<file path="config.mk">
export PLATFORM = sky130hd
export DESIGN_NAME = hsv_color_tracker
export DESIGN_NICKNAME = d
export VERILOG_FILES = /design/src/rtl/hsv_track_pkg.sv /design/src/rtl/hsv_window_cmp.sv /design/src/rtl/hsv_color_tracker.sv
export SDC_FILE = /design/constraint.sdc
export NUM_CORES = 1
export LEC_CHECK = 0
export CORE_MARGIN = 2
export CORE_UTILIZATION = 40
export DETAILED_ROUTE_END_ITERATION = 6
export GPL_TIMING_DRIVEN = 0
export PLACE_DENSITY = 0.71
export RECOVER_POWER = 25
export SLEW_MARGIN = 20
export SYNTH_ARGS = -nofsm -noshare
export SYNTH_HDL_FRONTEND = slang
export SYNTH_HIERARCHICAL = 1
export SYNTH_SLANG_ARGS = --single-unit
</file>
<file path="constraint.sdc">
create_clock -name clk -period 6.79 [get_ports clk]
set_input_delay 1.358 -clock clk [delete_from_list [all_inputs] [get_ports clk]]
set_output_delay 1.358 -clock clk [all_outputs]
set_load 0.02 [all_outputs]
</file>
<file path="src/rtl/hsv_track_pkg.sv">
// Shared types for the HSV colour tracker: pixel/threshold bundles,
// bounding box and FSM state encoding.
package hsv_track_pkg;

    localparam int H_RANGE  = 360;
    localparam int S_MAX    = 100;
    localparam int V_MAX    = 100;
    localparam int BBOX_X_W = 9;
    localparam int BBOX_Y_W = 8;

    typedef struct packed {
        logic [9:0] h;
        logic [6:0] s;
        logic [6:0] v;
    } hsv_t;

    typedef struct packed {
        logic [9:0] h_lo;
        logic [9:0] h_hi;
        logic [6:0] s_min;
        logic [6:0] v_min;
    } hsv_thr_t;

    typedef struct packed {
        logic [BBOX_X_W-1:0] x0;
        logic [BBOX_X_W-1:0] x1;
        logic [BBOX_Y_W-1:0] y0;
        logic [BBOX_Y_W-1:0] y1;
    } bbox_t;

    typedef enum logic [1:0] {
        IDLE,
        ACTIVE,
        PUBLISH
    } track_state_e;

endpackage

</file>
<file path="src/rtl/hsv_window_cmp.sv">
// Combinational HSV window test; the hue window wraps through 0
// when h_lo > h_hi.
module hsv_window_cmp
    import hsv_track_pkg::*;
(
    input  hsv_t     pix,
    input  hsv_thr_t thr,
    output logic     match
);

    logic h_legal;
    logic above_lo;
    logic below_hi;
    logic h_ok;

    always_comb begin
        h_legal  = pix.h < 10'(H_RANGE);
        above_lo = pix.h >= thr.h_lo;
        below_hi = pix.h <= thr.h_hi;
        if (thr.h_lo <= thr.h_hi) begin
            h_ok = h_legal && above_lo && below_hi;
        end else begin
            h_ok = h_legal && (above_lo || below_hi);
        end
        match = h_ok && (pix.s >= thr.s_min) && (pix.v >= thr.v_min);
    end

endmodule

</file>
<file path="src/rtl/hsv_color_tracker.sv">
// Per-pixel HSV colour mask plus per-frame bbox/count statistics.
// Define TRACK_HYST_EN for multi-frame hysteresis on obj_found.
module hsv_color_tracker
    import hsv_track_pkg::*;
#(
`ifdef TRACK_HYST_EN
    parameter int FOUND_FRAMES = 3,
`endif
    parameter int IMG_W      = 320,
    parameter int IMG_H      = 240,
    parameter int X_W        = BBOX_X_W,
    parameter int Y_W        = BBOX_Y_W,
    parameter int CNT_W      = 17,
    parameter int MIN_PIXELS = 64
)
(
    input  logic             clk,
    input  logic             reset,
    input  logic             frame_start,
    input  logic             frame_end,
    input  logic             pix_valid,
    input  logic [X_W-1:0]   x_in,
    input  logic [Y_W-1:0]   y_in,
    input  logic [9:0]       h_in,
    input  logic [6:0]       s_in,
    input  logic [6:0]       v_in,
    input  logic [9:0]       h_lo,
    input  logic [9:0]       h_hi,
    input  logic [6:0]       s_min,
    input  logic [6:0]       v_min,
    output logic             mask_out,
    output logic             mask_valid,
    output logic [X_W-1:0]   bbox_x0,
    output logic [X_W-1:0]   bbox_x1,
    output logic [Y_W-1:0]   bbox_y0,
    output logic [Y_W-1:0]   bbox_y1,
    output logic [CNT_W-1:0] match_cnt,
    output logic             obj_found,
    output logic             result_valid
);

    hsv_t         pix;
    hsv_thr_t     live_thr;
    hsv_thr_t     shd_thr;
    logic         live_match;
    logic         shd_match;
    track_state_e state;
    track_state_e next_state;
    logic         start_acc;
    logic         acc_en;
    logic         do_publish;
    logic         in_area;
    logic         take;
    bbox_t        acc;
    logic [CNT_W-1:0] acc_cnt;
    logic         hit;

    assign pix      = '{h: h_in, s: s_in, v: v_in};
    assign live_thr = '{h_lo: h_lo, h_hi: h_hi, s_min: s_min, v_min: v_min};

    hsv_window_cmp u_live_cmp (
        .pix   (pix),
        .thr   (live_thr),
        .match (live_match)
    );

    hsv_window_cmp u_shd_cmp (
        .pix   (pix),
        .thr   (shd_thr),
        .match (shd_match)
    );

    always_ff @(posedge clk or posedge reset) begin
        if (reset) begin
            mask_valid <= 1'b0;
            mask_out   <= 1'b0;
        end else begin
            mask_valid <= pix_valid;
            mask_out   <= pix_valid && live_match;
        end
    end

    always_ff @(posedge clk or posedge reset) begin
        if (reset) begin
            state <= IDLE;
        end else begin
            state <= next_state;
        end
    end

    always_comb begin
        next_state = state;
        unique case (state)
            IDLE:    if (frame_start) next_state = ACTIVE;
            ACTIVE:  if (frame_end) next_state = PUBLISH;
            PUBLISH: next_state = frame_start ? ACTIVE : IDLE;
            default: next_state = IDLE;
        endcase
    end

    // frame_end beats a coincident frame_start while a frame is open
    always_comb begin
        start_acc  = frame_start && !(state == ACTIVE && frame_end);
        acc_en     = (state == ACTIVE) && !start_acc;
        do_publish = (state == PUBLISH);
    end

    assign in_area = (x_in < X_W'(IMG_W)) && (y_in < Y_W'(IMG_H));
    assign take    = acc_en && pix_valid && in_area && shd_match;

    always_ff @(posedge clk or posedge reset) begin
        if (reset) begin
            shd_thr <= '0;
            acc     <= '0;
            acc_cnt <= '0;
        end else if (start_acc) begin
            shd_thr <= live_thr;
            acc.x0  <= '1;
            acc.y0  <= '1;
            acc.x1  <= '0;
            acc.y1  <= '0;
            acc_cnt <= '0;
        end else if (take) begin
            if (x_in < acc.x0) acc.x0 <= x_in;
            if (x_in > acc.x1) acc.x1 <= x_in;
            if (y_in < acc.y0) acc.y0 <= y_in;
            if (y_in > acc.y1) acc.y1 <= y_in;
            if (acc_cnt != '1) acc_cnt <= acc_cnt + 1'b1;
        end
    end

    assign hit = acc_cnt >= CNT_W'(MIN_PIXELS);

    always_ff @(posedge clk or posedge reset) begin
        if (reset) begin
            bbox_x0      <= '0;
            bbox_x1      <= '0;
            bbox_y0      <= '0;
            bbox_y1      <= '0;
            match_cnt    <= '0;
            result_valid <= 1'b0;
        end else begin
            result_valid <= do_publish;
            if (do_publish) begin
                match_cnt <= acc_cnt;
                if (acc_cnt == '0) begin
                    bbox_x0 <= '0;
                    bbox_x1 <= '0;
                    bbox_y0 <= '0;
                    bbox_y1 <= '0;
                end else begin
                    bbox_x0 <= acc.x0;
                    bbox_x1 <= acc.x1;
                    bbox_y0 <= acc.y0;
                    bbox_y1 <= acc.y1;
                end
            end
        end
    end

`ifdef TRACK_HYST_EN
    localparam int HW = $clog2(FOUND_FRAMES + 1);

    logic [HW-1:0] hit_run;
    logic [HW-1:0] miss_run;

    always_ff @(posedge clk or posedge reset) begin
        if (reset) begin
            hit_run   <= '0;
            miss_run  <= '0;
            obj_found <= 1'b0;
        end else if (do_publish) begin
            if (hit) begin
                miss_run <= '0;
                if (hit_run != HW'(FOUND_FRAMES)) hit_run <= hit_run + 1'b1;
                if (hit_run >= HW'(FOUND_FRAMES - 1)) obj_found <= 1'b1;
            end else begin
                hit_run <= '0;
                if (miss_run != HW'(FOUND_FRAMES)) miss_run <= miss_run + 1'b1;
                if (miss_run >= HW'(FOUND_FRAMES - 1)) obj_found <= 1'b0;
            end
        end
    end
`else
    always_ff @(posedge clk or posedge reset) begin
        if (reset) begin
            obj_found <= 1'b0;
        end else if (do_publish) begin
            obj_found <= hit;
        end
    end
`endif

endmodule

</file>
* After elaboration in Yosys (flattened, before gate mapping)
Cells that the tools add are included.
** Word-level totals
- Register bits :: 142
- Input bits :: 80
- Output and inout port bits :: 55
- Word-level logic and storage cells :: 98
** Cells by class
- $add $sub $neg :: 1
- Order comparisons :: 18
- Eq/ne operators :: 5
- Mux-type cells :: 19
- Reductions and logical operators :: 36
** Operators with widths (number)
- 34-bit two-way mux :: 2
- 17-bit two-way mux :: 3
- 10-bit less-or-equal comparator :: 4
- 9-bit two-way mux :: 4
- 8-bit two-way mux :: 4
- 7-bit greater-or-equal comparator :: 4
- 10-bit greater-or-equal comparator :: 2
- 1-bit logical AND :: 18
- 17-bit by 1-bit adder with 17-bit output, second input constant :: 1
- 17-bit by 7-bit greater-or-equal comparator with 1-bit output, second input constant :: 1
- 17-bit logical NOT :: 1
- 17-bit != test, second input constant :: 1
- 2-bit AND reduction :: 6
- 2-bit nonzero test :: 6
- 10-bit by 9-bit < comparator with 1-bit output, second input constant :: 1
- 9-bit > comparator :: 1
- 9-bit < comparator :: 1
- 9-bit < comparator, second input constant :: 1
- 8-bit > comparator :: 1
- 8-bit < comparator :: 1
- 8-bit < comparator, second input constant :: 1
- 2-bit case mux with 3 select lines :: 1
- 2-bit two-way mux :: 2
- 2-bit != test, second input constant :: 2
- other kinds (6) :: 10

* Longest topological paths before layout
- Depth after elaboration :: 11
- Gate-level depth with buffers :: 14
- Depth with buffers taken out :: 13

* Hierarchy
Netlist, hierarchy kept.
** By module, submodules not included
- hsv_color_tracker :: times used 1, cells an instance 635, area an instance 6591.3 sq um
- hsv_window_cmp :: times used 2, cells an instance 142, area an instance 1089.8 sq um

* Worst setup path after synthesis
No wires, ideal clock.
- Path kind :: input port to flip-flop
- From :: input h_in[6]
- To :: register acc[25] (netlist bit)
- Data arrival time :: 3.793 ns
- Required time :: 6.711 ns
- Setup slack :: 2.917 ns
- Cell stages on the path :: 13
- Path through :: ha_1 > and3_1 > a221oi_2 > a21oi_1 > o32ai_2 > maj3_2 > o311a_1 > and4b_1 > nand3_4 > a211oi_2 > o21a_1 > buf_6 > mux2i_1
** Between the ends
- Cells in the longest elaborated chain, start to end :: 9
- Elaborated cells on any way between the ends :: 13
- Those cells by class :: order compare (3); mux (1); reduce/logical (9)
** Ends and longest elaborated chain
- from (decl) :: RTL line hsv_color_tracker.sv:24 : input logic [9:0] h_in,
- 10-bit greater-or-equal comparator, or another cell as far along :: RTL line hsv_window_cmp.sv:18 : above_lo = pix.h >= thr.h_lo;
- 1-bit logical OR / 1-bit logical AND (equally long branches) :: RTL line hsv_window_cmp.sv:23, hsv_window_cmp.sv:21
- 1-bit logical AND (on tied branches) :: RTL line hsv_window_cmp.sv:23, hsv_window_cmp.sv:21
- 1-bit two-way mux * :: RTL line hsv_window_cmp.sv:20 : if (thr.h_lo <= thr.h_hi) begin
- 1-bit logical AND * (2 in a row) :: RTL line hsv_window_cmp.sv:25 : match = h_ok && (pix.s >= thr.s_min) && (pix.v >= thr.v_min);
- named net shd_match :: RTL line hsv_color_tracker.sv:46 : logic shd_match;
- 1-bit logical AND * :: RTL line hsv_color_tracker.sv:109 : assign take = acc_en && pix_valid && in_area && shd_match;
- 2-bit nonzero test (no line) *
- 2-bit AND reduction (no line) *
- to (decl) :: RTL line hsv_color_tracker.sv:54 : bbox_t acc;
The timed path passes the listed nets; every way through them passes the cells marked *.
A chain may end at the register's enable or synchronous reset.

* Worst setup path after layout
- From :: input v_in[0]
- To :: register acc[20] (netlist bit)
** Between the ends
- Cells in the longest elaborated chain, start to end :: 5
** Ends and longest elaborated chain
- from (decl) :: RTL line hsv_color_tracker.sv:26 : input logic [6:0] v_in,
- 7-bit greater-or-equal comparator :: RTL line hsv_window_cmp.sv:25
- 1-bit logical AND :: RTL line hsv_window_cmp.sv:25
- named net shd_match :: RTL line hsv_color_tracker.sv:46
- 1-bit logical AND :: RTL line hsv_color_tracker.sv:109
- 2-bit nonzero test (no line)
- 2-bit AND reduction (no line)
The timed path passes the listed nets, and every way through them passes these cells.

==> results_dict.tcl <==
set metrics [dict create \
    status "finished, violations left" \
    violations "max-capacitance violations, max-slew violations" \
    crit_required_ns 7.13 \
    synth_cell_types 56 \
    postCtsSetupRepairBufs 0 \
    n_antenna_cell 0 \
    max_cap_violations 1 \
    htree_levels 4 \
    grt_pass1_vias 7314 \
    mostFrequentLayoutCells "nand2_1 (147), dfrtp_1 (142), clkdlybuf4s50_1 (131), ha_1 (123), inv_1 (110)" \
    tns_ns 0 \
    synth_edf_count 0 \
    grt_pass1_wl_um 36700 \
    nFillCells 1995 \
    die_x_um 152 \
    crit_type "primary input to register" \
    min_period_ns 4.59 \
    synthCells 919 \
    crit_arrival_ns 4.93 \
    die_area_sq_um 23100 \
    cts_resized 0 \
    cts.path.max_buffers 2 \
    synth_area_per_cell_sq_um 9.54 \
    antenna_found_initial 0 \
    clkLatencyLatePin_ns 0.43 \
    gr-usage-met3_pct 4.16 \
    reg2reg_from "shd_thr[0]" \
    path_clk_slew_ns 0.06 \
    cellPowerDensity_nw_per_um2 198 \
    hold_violations 0 \
    globalplace.congestion 0.851 \
    numClockSinks 142 \
    critPathCapture "acc[20]" \
    yosys_most_used_dff "dfrtp_1" \
    drive_gt1_share_pct 6.35 \
    rows 54 \
    worstSetupStartpoint "v_in[0]" \
    dp_hpwl_um 16800 \
    viasPerCell 5.17 \
    reg2regPathDepth 12 \
    initial_core_util_pct 40.4 \
    drcViolationCount 0 \
    r2r_end "acc[20]" \
    yosys_warnings 6 \
    whs_ns 0.475 \
    ant_nets 0 \
    power.leakage_nw 5.31 \
    fp.dieH_um 152 \
    skew_ns 0.0152 \
    routed_wl_um 22200 \
    critPathCaptureType "register" \
    met1_usage_pct 25.5 \
    syn2layout_area_growth_pct 25.8 \
    top_usage_layer "met2" \
    setup-violations-final 0 \
    syn_nets 1122 \
    coreArea_sq_um 21700 \
    grt_overflow 0 \
    drtIter0Drc 361 \
    grt_max_degree 82 \
    post-route-period-util_pct 67.6 \
    slew_violations 62 \
    ys_async_sr_fraction_pct 100 \
    cts_tree "yes" \
    gr-usage-met2_pct 32.4 \
    io_pins 135 \
    rrSetupSlack_ns 3.29 \
    worstSetupStartpointType "primary input" \
    num_vias 7057 \
    numCtsBuffers 17 \
    rsz0062_at_grt "no" \
    ctsHoldBuffers 0 \
    cts_root_buf "clkbuf_16" \
    synth-seq-cells 142 \
    final_common_cell "nand2_1" \
    syn_area_sq_um 8770 \
    track_usage_pct 19.6 \
    final_area_sq_um 11000 \
    drt_pass1_iterations 5 \
    io_buffers 134 \
    yosysSeqAreaShare_pct 40.5 \
    finalNetCount 1276 \
    worst_slew_margin_rel_pct -92.6 \
    place_area_sq_um 10500 \
    wire_per_inst_um 16.3 \
    final_cells 1366 \
    ir_drop_mv 0.179 \
    dp.cells 1334 \
    holdCritPathClass "register to register" \
    crit_fanout 9 \
    worst_slew_pin_slew_ns 2.87 \
    timing.fmax_mhz 218 \
]
==> how the worst min path moves through the flow <==
| stage | cells after the start | slack, ns | endpoint | start |
|---|---|---|---|---|
| after floorplan | 2 | 0.45 | shd_thr[10] | shd_thr[10] |
| after global placement | 2 | 0.46 | shd_thr[12] | shd_thr[12] |
| after detailed placement | 2 | 0.46 | shd_thr[8] | shd_thr[8] |
| after CTS | 2 | 0.48 | shd_thr[8] | shd_thr[8] |
| after global routing | 2 | 0.49 | shd_thr[20] | shd_thr[20] |
| final | 2 | 0.47 | shd_thr[4] | shd_thr[4] |
==> metal layers <==
metal / share of wire, % / vias to the layer above
met2: 48 / 152
met4: 2.4 / 0
li1: - / 3503
met3: 3.7 / 38
met1: 46 / 3364
met5: 0 / -
==> cells in the mapped netlist, drive strengths merged (4+ instances only) <==
master	n	area share [%]
a21o	18	1.5
o211ai	15	1.3
xnor2	13	1.3
nor2b	7	0.50
nand3	23	1.5
a211oi	6	0.83
inv	111	4.8
nand2	147	6.3
dfrtp	142	41
o21ai	27	1.5
and4	4	0.40
nor2	57	2.4
ha	123	18
a2111oi	6	0.88
a22o	34	3.4
nand2b	10	0.71
clkbuf	15	0.64
a21oi	40	2.5
mux2	13	1.7
nand4	15	1.1
mux2i	22	2.5
o21a	5	0.43
nor4	8	0.64
nor3	12	0.74
buf	13	0.76
==> critical path, stage by stage <==
cell	delay (ns)
clkdlybuf4s50_1	0.47
inv_1	0.05
ha_1	0.26
nand2b_1	0.11
a211oi_1	0.08
nor3_1	0.18
a2111oi_0	0.12
a2111oi_0	0.52
o311a_1	0.28
and4b_1	0.36
nand3_4	0.24
a221oi_2	0.57
nand3_1	0.17
a21oi_1	0.16
==> logic make-up after synthesis <==
| family | synth area share (%) |
|---|---|
| flops | 40.5 |
| fa+ha+maj | 17.8 |
| compound gates | 14.7 |
| xor+xnor | 1.40 |
| simple gates | 15.2 |
| buf+inv | 6.15 |
| mux | 4.18 |
==> sequential cells by signal, indices dropped and copies added, names as in the netlist <==
register and count:
result_valid 1, bbox_y0 8, state 2, bbox_x0 9, acc 34, bbox_y1 8
obj_found 1, shd_thr 34, bbox_x1 9, match_cnt 17, mask_valid 1, mask_out 1
acc_cnt 17
==> power by group <==
group          leakage (nW)  switching, W  internal [W]
clock network         0.269      0.000399      0.000483
registers              1.83     0.0000235      0.000882
logic                  3.21      0.000227      0.000172
==> cell type report <==
type / instances / area, sq um / area share (%)
multi-input cells: 638 / 4670 / 42.3
flip-flops and latches: 142 / 3550 / 32.2
repair buffers: 135 / 1370 / 12.4
clock buffers: 19 / 433 / 3.92
inverters: 111 / 418 / 3.79
well taps: 280 / 350 / 3.17
plain buffers: 28 / 121 / 1.10
clock inverters: 13 / 118 / 1.07
==> metrics by stage <==
step	power [W]	setup WS [ns]	utilization, %
final	0.00219	2.20	50.9
after global routing	0.00230	1.91	50.9
after CTS	0.00221	2.17	50.9
after detailed placement	0.00132	1.74	48.4
after global placement	0.00131	-0.461	48.2
after floorplan	0.00116	1.62	-
Power figures use the tool's default switching activity.
